[src/rtl/hilo_muldiv_unit_if.sv]
// rtl/hilo_muldiv_unit_if.sv - operand/strobe/result bundle between execute stage and the HI/LO mul/div unit
interface hilo_muldiv_unit_if #(
  parameter int WIDTH = 32
);
  logic             start;
  logic [1:0]       op;
  logic [WIDTH-1:0] rs_data;
  logic [WIDTH-1:0] rt_data;
  logic             hi_we;
  logic             lo_we;
  logic [WIDTH-1:0] wdata;
  logic             busy;
  logic             done;
  logic             div0;
  logic [WIDTH-1:0] hi;
  logic [WIDTH-1:0] lo;

  modport master (
    output start, op, rs_data, rt_data, hi_we, lo_we, wdata,
    input  busy, done, div0, hi, lo
  );

  modport slave (
    input  start, op, rs_data, rt_data, hi_we, lo_we, wdata,
    output busy, done, div0, hi, lo
  );
endinterface

[src/rtl/hilo_muldiv_unit.sv]
// rtl/hilo_muldiv_unit.sv - iterative MULT/MULTU/DIV/DIVU engine holding HI/LO
// Optional macro MULDIV_DIV0_TRAP_EN: divide-by-zero leaves HI/LO intact and pulses div0.
module hilo_muldiv_unit #(
  parameter int WIDTH = 32
) (
  input logic              clk,
  input logic              rst_n,
  hilo_muldiv_unit_if.slave bus
);
  localparam int CW = $clog2(WIDTH);
  localparam logic [CW-1:0] LAST_STEP = CW'(WIDTH - 1);

  localparam logic [1:0] S_IDLE  = 2'd0;
  localparam logic [1:0] S_MUL   = 2'd1;
  localparam logic [1:0] S_DIV   = 2'd2;
  localparam logic [1:0] S_FIXUP = 2'd3;

  logic [1:0]         state;
  logic [CW-1:0]      count;
  logic               loaded;
  logic [WIDTH-1:0]   mag_a;
  logic [WIDTH-1:0]   mag_b;
  logic               neg_prod;
  logic               neg_rem;
  logic               is_div;
  logic               b_zero;
  logic [2*WIDTH-1:0] acc;
  logic [WIDTH-1:0]   hi_q;
  logic [WIDTH-1:0]   lo_q;
  logic               busy_q;
  logic               done_q;

  logic               a_neg;
  logic               b_neg;
  logic [WIDTH:0]     mul_sum;
  logic [WIDTH:0]     div_diff;
  logic [2*WIDTH-1:0] mul_next;
  logic [2*WIDTH-1:0] div_next;
  logic [2*WIDTH-1:0] prod_fix;
  logic [WIDTH-1:0]   quo_fix;
  logic [WIDTH-1:0]   rem_fix;

  assign a_neg = ~bus.op[0] & bus.rs_data[WIDTH-1];
  assign b_neg = ~bus.op[0] & bus.rt_data[WIDTH-1];

  // Multiply: acc = {partial, multiplier}; add multiplicand on lsb, shift right with carry.
  assign mul_sum  = {1'b0, acc[2*WIDTH-1:WIDTH]} + (acc[0] ? {1'b0, mag_a} : {(WIDTH+1){1'b0}});
  assign mul_next = {mul_sum, acc[WIDTH-1:1]};

  // Divide: acc = {remainder, dividend/quotient}; restoring trial subtract on the shifted remainder.
  assign div_diff = acc[2*WIDTH-1:WIDTH-1] - {1'b0, mag_b};
  assign div_next = div_diff[WIDTH] ? {acc[2*WIDTH-2:0], 1'b0}
                                    : {div_diff[WIDTH-1:0], acc[WIDTH-2:0], 1'b1};

  assign prod_fix = neg_prod ? -acc : acc;
  assign quo_fix  = neg_prod ? -acc[WIDTH-1:0] : acc[WIDTH-1:0];
  assign rem_fix  = neg_rem ? -acc[2*WIDTH-1:WIDTH] : acc[2*WIDTH-1:WIDTH];

`ifdef MULDIV_DIV0_TRAP_EN
  logic div0_q;
  assign bus.div0 = div0_q;
`else
  assign bus.div0 = 1'b0;
`endif

  assign bus.busy = busy_q;
  assign bus.done = done_q;
  assign bus.hi   = hi_q;
  assign bus.lo   = lo_q;

  always_ff @(posedge clk or negedge rst_n) begin
    if (!rst_n) begin
      state    <= S_IDLE;
      count    <= '0;
      loaded   <= 1'b0;
      mag_a    <= '0;
      mag_b    <= '0;
      neg_prod <= 1'b0;
      neg_rem  <= 1'b0;
      is_div   <= 1'b0;
      b_zero   <= 1'b0;
      acc      <= '0;
      hi_q     <= '0;
      lo_q     <= '0;
      busy_q   <= 1'b0;
      done_q   <= 1'b0;
`ifdef MULDIV_DIV0_TRAP_EN
      div0_q   <= 1'b0;
`endif
    end else begin
      done_q <= 1'b0;
`ifdef MULDIV_DIV0_TRAP_EN
      div0_q <= 1'b0;
`endif
      case (state)
        S_IDLE: begin
          if (bus.start) begin
            mag_a    <= a_neg ? -bus.rs_data : bus.rs_data;
            mag_b    <= b_neg ? -bus.rt_data : bus.rt_data;
            neg_prod <= a_neg ^ b_neg;
            neg_rem  <= a_neg;
            is_div   <= bus.op[1];
            b_zero   <= (bus.rt_data == '0);
            count    <= '0;
            loaded   <= 1'b0;
            state    <= bus.op[1] ? S_DIV : S_MUL;
          end else begin
            if (bus.hi_we) hi_q <= bus.wdata;
            if (bus.lo_we) lo_q <= bus.wdata;
          end
        end
        S_MUL, S_DIV: begin
          // First cycle seeds the accumulator from the latched magnitudes; busy rises here.
          if (!loaded) begin
            loaded <= 1'b1;
            busy_q <= 1'b1;
            acc    <= is_div ? {{WIDTH{1'b0}}, mag_a} : {{WIDTH{1'b0}}, mag_b};
          end else begin
            acc   <= (state == S_DIV) ? div_next : mul_next;
            count <= count + 1'b1;
            if (count == LAST_STEP) state <= S_FIXUP;
          end
        end
        S_FIXUP: begin
          state  <= S_IDLE;
          busy_q <= 1'b0;
          done_q <= 1'b1;
          if (!is_div) begin
            {hi_q, lo_q} <= prod_fix;
          end else begin
`ifdef MULDIV_DIV0_TRAP_EN
            if (b_zero) begin
              div0_q <= 1'b1;
            end else begin
              hi_q <= rem_fix;
              lo_q <= quo_fix;
            end
`else
            // Zero divisor: the restoring loop leaves the dividend as remainder; force all-ones quotient.
            hi_q <= rem_fix;
            lo_q <= b_zero ? {WIDTH{1'b1}} : quo_fix;
`endif
          end
        end
      endcase
    end
  end
endmodule

[src/flat_wrapper.sv]
// flat-port wrapper written by rule: the top's interface ports become plain ports
module hilo_muldiv_unit_flat 
#(
  parameter int WIDTH = 32
)
  (clk, rst_n, bus_start, bus_op, bus_rs_data, bus_rt_data, bus_hi_we, bus_lo_we, bus_wdata, bus_busy, bus_done, bus_div0, bus_hi, bus_lo);
  hilo_muldiv_unit_if #(.WIDTH(WIDTH)) bus_i ();
  input logic clk;
  input logic rst_n;
  input wire logic [$bits(bus_i.start)-1:0] bus_start;
  input wire logic [$bits(bus_i.op)-1:0] bus_op;
  input wire logic [$bits(bus_i.rs_data)-1:0] bus_rs_data;
  input wire logic [$bits(bus_i.rt_data)-1:0] bus_rt_data;
  input wire logic [$bits(bus_i.hi_we)-1:0] bus_hi_we;
  input wire logic [$bits(bus_i.lo_we)-1:0] bus_lo_we;
  input wire logic [$bits(bus_i.wdata)-1:0] bus_wdata;
  output wire logic [$bits(bus_i.busy)-1:0] bus_busy;
  output wire logic [$bits(bus_i.done)-1:0] bus_done;
  output wire logic [$bits(bus_i.div0)-1:0] bus_div0;
  output wire logic [$bits(bus_i.hi)-1:0] bus_hi;
  output wire logic [$bits(bus_i.lo)-1:0] bus_lo;
  assign bus_i.start = bus_start;
  assign bus_i.op = bus_op;
  assign bus_i.rs_data = bus_rs_data;
  assign bus_i.rt_data = bus_rt_data;
  assign bus_i.hi_we = bus_hi_we;
  assign bus_i.lo_we = bus_lo_we;
  assign bus_i.wdata = bus_wdata;
  assign bus_busy = bus_i.busy;
  assign bus_done = bus_i.done;
  assign bus_div0 = bus_i.div0;
  assign bus_hi = bus_i.hi;
  assign bus_lo = bus_i.lo;
  hilo_muldiv_unit #(.WIDTH(WIDTH)) u_core (.clk(clk), .rst_n(rst_n), .bus(bus_i));
endmodule
[config.mk]
export PLATFORM = sky130hd
export DESIGN_NAME = hilo_muldiv_unit_flat
export DESIGN_NICKNAME = d
export VERILOG_FILES = /design/src/rtl/hilo_muldiv_unit_if.sv /design/src/rtl/hilo_muldiv_unit.sv /design/src/flat_wrapper.sv
export SDC_FILE = /design/constraint.sdc
export NUM_CORES = 1
export LEC_CHECK = 0
export ABC_CLOCK_PERIOD_IN_PS = 3200
export BUFFER_PORTS_ARGS = -buffer_cell sky130_fd_sc_hd__buf_2
export CAP_MARGIN = 20
export CORE_MARGIN = 10
export CORE_UTILIZATION = 35
export DETAILED_ROUTE_END_ITERATION = 10
export GPL_TIMING_DRIVEN = 0
export PLACE_DENSITY = 0.64
export SYNTH_ARGS = -nofsm -noshare
export SYNTH_HDL_FRONTEND = slang
export SYNTH_SLANG_ARGS = --single-unit
[constraint.sdc]
create_clock -name clk -period 3.2 [get_ports clk]
set_clock_uncertainty 0.2 [all_clocks]
set_input_delay 0.64 -clock clk [delete_from_list [all_inputs] [get_ports clk]]
set_output_delay 0.64 -clock clk [all_outputs]
set_load 0.05 [all_outputs]
== Word level (Yosys, flattened, before mapping) ==
Index checks and enable logic that the tools add are counted.
Storage, ports and cells
  output and inout port bits: 67
  bits of input ports: 103
  logic and storage cells: 82
  bits in registers: 206
Operators by class
  equal/unequal tests: 11
  add/subtract/negate cells: 8
  reduce and logical (&&, ||, !) cells: 13
  mux-type cells: 32
  bitwise gates (word level): 4
Operators by type and width (count)
  $mux W32: 13
  $mux W64: 4
  $neg A32 Y32: 4
  $pmux W32 S2: 2
  $neg A64 Y64: 1
  $add A32 B33 Y33: 1
  $sub A33 B32 Y33: 1
  $logic_not A32 Y1: 1
  $reduce_and A3 Y1: 4
  $mux W5: 2
  $ne A2 B2 Y1 const B: 5
  $pmux W5 S2: 1
  $mux W2: 4
  $pmux W2 S3: 1
  $reduce_and A2 Y1: 3
  $reduce_bool A2 Y1: 3
  $add A5 B1 Y5 const B: 1
  $eq A5 B5 Y1 const B: 1
  $eq A2 B2 Y1 const B: 2
  $ne A2 B1 Y1 const B: 2
  $pmux W1 S2: 2
  $mux W1: 3
  $and A1 B1 Y1: 2
  $eq A2 B1 Y1 const B: 1
  4 further kinds: 4

== Longest topological paths before layout ==
  depth after elaboration: 5
  depth in mapped cells: 15
  depth with buffers taken out: 13

== Worst setup path after synthesis ==
Ideal clock, no wire load.
  path kind: reg-to-reg
  from: register u_core.acc[31]
  to: register u_core.acc[50]
  clock period less this slack: 3.471 ns
  slack: -0.271 ns
  buffers on the path: 2
  arrival: 3.145 ns
  data required time: 2.874 ns
  stages on the path, launching flop included: 15
  library setup time: 0.126 ns
  path through: dfrtp_1 clkbuf_1 inv_1 ha_1 fa_1 nand2b_1 a21oi_1 o211ai_1 a2111o_1 o211a_1 xnor2_2 buf_2 mux2i_1 nor2_1 a221o_1
On the way
  cells in the longest elaborated chain, start to end: 4
RTL lines
  from (decl): line hilo_muldiv_unit.sv:27  | logic [2*WIDTH-1:0] acc;
  from (signal assigned): line hilo_muldiv_unit.sv:117  | acc <= is_div ? {{WIDTH{1'b0}}, mag_a} : {{WIDTH{1'b0}}, mag_b};
  from (signal assigned): line hilo_muldiv_unit.sv:119  | acc <= (state == S_DIV) ? div_next : mul_next;
  $sub A33 B32 Y33: line hilo_muldiv_unit.sv:51  | assign div_diff = acc[2*WIDTH-1:WIDTH-1] - {1'b0, mag_b};
  $mux W64: line hilo_muldiv_unit.sv:52  | assign div_next = div_diff[WIDTH] ? {acc[2*WIDTH-2:0], 1'b0}
  $mux W64: line hilo_muldiv_unit.sv:119
  $mux W64: line hilo_muldiv_unit.sv:114  | if (!loaded) begin
No other way between the ends.
A chain may end at the register's enable or synchronous reset.

== Worst setup path in the final report ==
  from: register u_core.acc[43]
  to: register u_core.acc[57]
On the way
  cells in the longest elaborated chain, start to end: 4
  elaborated cells on any way between the ends: 5
  those cells by class: 2 x add/sub; 3 x mux
RTL lines (line)
  $sub A33 B32 Y33: hilo_muldiv_unit.sv:51
  $mux W64: hilo_muldiv_unit.sv:52
  $mux W64 *: hilo_muldiv_unit.sv:119
  $mux W64 *: hilo_muldiv_unit.sv:114
Every way passes the cells marked *; elsewhere a longest branch is shown, timed or not.

==> results.toml <==
[setup_path]
cp_max_fo = 6
required_ns = 3.44
slowest_delay_ns = 0.51
cp_slowest_cell = "dfrtp_4"
arrival_ns = 4.01
path_common_cell = "buf_12"
path_cells = "ha_2 > and4_2 > and3_1 > o211ai_1 > a2111o_1 > o211a_4 > xnor2_4 > buf_12 > buf_12 > mux2i_1 > o22ai_1 > a221o_1"
end_kind = "register"
critPathLaunchType = "register"
criticalPathCategory = "register to register"

[die]
core_area_um2 = 46600
io_pins = 170
rows = 79
start_util_pct = 35.4
die_area_um2 = 56200
dieHeight_um = 237
die_x_um = 237

[cts]
clock_latency_ns = 0.57
clock-root-buffer = "clkbuf_16"
clock_path_buffers = 3
path_clk_slew_ns = 0.06
cts-buffers-inserted = 26
cts_sinks = 206
cts_tree = "yes"
htreeDepth = 1

[yosys]
synth_cells = 2044
synth_seq_cells = 206
synth_cell_types = 80
async_reset_ff_share_pct = 100
syn_area_per_cell_um2 = 8.07
synth_edf_count = 0
synth-main-ff-cell = "dfrtp_1"
yosysWarnings = 0
synth_fp_nets = 2222
yosysSeqAreaShare_pct = 31.3
synth_area_um2 = 16500

[route]
ant_nets = 0
drt-initial-drc-count = 1531
routedWlPerCell_um = 24.6
viasPerCell = 5.92
drc = 0
routed_wl_um = 71700
vias = 17300
firstDrtPassIters = 8

[sta]
grt_setup_unrepaired = "true"
setup_slack_ns = -0.566
setup_viol = 37
min_period_ns = 3.77
worst_pin_slew_ns = 1.17
finalMaxSlewViolations = 0
fmax_mhz = 265
slew_headroom_pct = 21.6
fin_crit_sh_pct = 118
hold_viol_final = 0
tns_ns = -14.09
hold_ws_ns = 0.165

[final_layout]
final_cell_mix = "nand2_1 (239), o21ai_0 (199), dfrtp_1 (184)"
seqCellArea_um2 = 5180
stdcell_count = 2916
fin_area_um2 = 20400
drive_gt1_share_pct = 19.9
syn2layout_area_growth_pct = 23.5
nets = 2470
final_common_cell = "nand2_1"
multi_input_area_um2 = 11300
fill_cells = 4699

[global_route]
overflow = 0
track_usage_pct = 24.3
antenna_found_initial = 2
grt_pass1_wl_um = 106000
grt_pass1_vias = 16900
grt_max_degree = 117

[power]
pwr_density_cell_nw_per_um2 = 1390
leakage_nw = 8.65
ir_worst_vdd_mv = 0.952
finalPower_mw = 28.4

[placement]
numPortBuffers = 168
dp.cells = 2820
dpl_cell_area_um2 = 18200
gp_congestion = 1.00
dp_hpwl_um = 56200

[hold_path]
hold_class = "input port to register"

[run_status]
status = "complete, but fails checks"
violations = "setup timing"

[run]
maxCapViolations = 0
[report_power, final]
group	leakage (nW)	internal (mW)	total [mW]	switching [mW]
clock	0.419	1.85	3.08	1.23
combinational	5.73	7.42	19.7	12.2
sequential	2.50	3.92	5.65	1.73
[cells by family after synthesis]
family,share of synthesized area (%)
fa+ha+maj,5.78
buf+inv,4.62
simple gates,18.0
flops,31.3
xor+xnor,9.02
compound gates,24.8
mux,6.50
other cells,0.0227
[final timing paths]
| kind | start | end | slack, ns | depth (start not counted) |
|---|---|---|---|---|
| worst max-delay path | u_core.acc[43]$_DFFE_PN0N_ | u_core.acc[57]$_DFFE_PN0N_ | -0.57 | 12 |
| worst min-delay path | bus_rs_data[31] | u_core.mag_a[31]$_DFFE_PN0P_ | 0.16 | 3 |
| worst max register to register | u_core.acc[43]$_DFFE_PN0N_ | u_core.acc[57]$_DFFE_PN0N_ | -0.57 | 12 |
| worst min register to register | u_core.bus.lo[1]$_DFFE_PN0P_ | u_core.bus.lo[1]$_DFFE_PN0P_ | 0.27 | 2 |
| max in group asynchronous | rst_n | u_core.mag_b[0]$_DFFE_PN0P_ | 1.23 | 3 |
| min in group asynchronous | rst_n | u_core.acc[58]$_DFFE_PN0N_ | 0.45 | 2 |
[layout make-up]
cell class | instances | share of cell area, %
antenna | 1 | 0.0123
buffer | 114 | 2.67
clock buffer | 36 | 3.48
clock inverter | 8 | 0.743
inverter | 73 | 1.38
multi-input combinational | 1640 | 55.4
sequential | 206 | 25.4
tap | 607 | 3.73
timing repair buffer | 231 | 7.18
[Yosys cell counts, types with 4 or more instances]
cell,instances,area share [%]
a211oi_1,44,2.0
a21o_1,31,1.4
a21oi_1,158,4.8
a221o_1,9,0.55
a22oi_1,13,0.59
a31oi_1,25,0.95
a41oi_1,5,0.27
and2_1,46,1.7
and3_1,17,0.64
buf_1,11,0.25
buf_2,5,0.15
clkbuf_1,105,2.4
dfrtp_1,206,31
ha_1,73,5.5
inv_1,72,1.6
mux2_2,33,2.3
mux2i_1,70,4.2
nand2_1,244,5.6
nand2b_1,20,0.76
nand3_1,29,0.88
nand3b_1,5,0.23
nand4_1,12,0.46
nor2_1,146,3.3
nor2b_1,14,0.53
nor3_1,36,1.1
nor4_1,14,0.53
o2111ai_1,6,0.32
o211ai_1,11,0.50
o21a_1,4,0.18
o21ai_0,212,6.4
o21bai_1,7,0.32
o221ai_1,12,0.64
o22ai_1,41,1.6
o31a_1,4,0.21
o31ai_1,26,1.2
o41ai_1,10,0.53
or2_2,5,0.19
or3_1,19,0.72
or4_1,11,0.50
xnor2_1,102,5.4
xor2_1,66,3.5
[critical path: cells and delay by family, from the launching register on]
family	cells	cell delay (ns)
adders and majority gates	1	0.40
muxes	1	0.22
xor gates and xnor gates	1	0.26
and+or+nand+nor	2	0.53
DFF	1	0.51
AOI/OAI and AO/OA	5	1.23
buffers and inverters	2	0.30
[state kept, by name, summed over array words and instances (netlist names), 2 cells and up]
signal,cells
u_core.bus.lo,32
u_core.mag_a,32
u_core.state,2
u_core.acc,64
u_core.count,5
u_core.bus.hi,32
u_core.mag_b,32
[metrics by stage]
stage                     worst slack (ns)  util, %
after floorplan                    -0.0367        -
after global placement               -2.38     39.0
after global routing                -0.580     43.8
final                               -0.566     43.8
after detailed placement             -1.15     39.1
after CTS                           -0.432     42.8
[layer usage]
layer	wire length, µm	vias to the layer above	part of all wire, %	GRT usage (%)
met3	5270	177	7.4	4.01
met1	30700	8388	43	31.7
met2	31800	814	44	38.0
met5	0	-	0	0
met4	3960	0	5.5	12.1
li1	-	7883	-	-
[timing repair]
| item | CTS | global route |
|---|---|---|
| endpoints found under the setup margin | 65 | 73 |
| hold buffers | 1 | 0 |
| gates resized for setup | 138 | 70 |
| cloned | 1 | 1 |
| buffers inserted | 38 | 24 |
| pin swaps | 26 | 31 |
| hold endpoints to repair | 90 | 0 |
No activity file was read; power rests on OpenSTA's default activity.
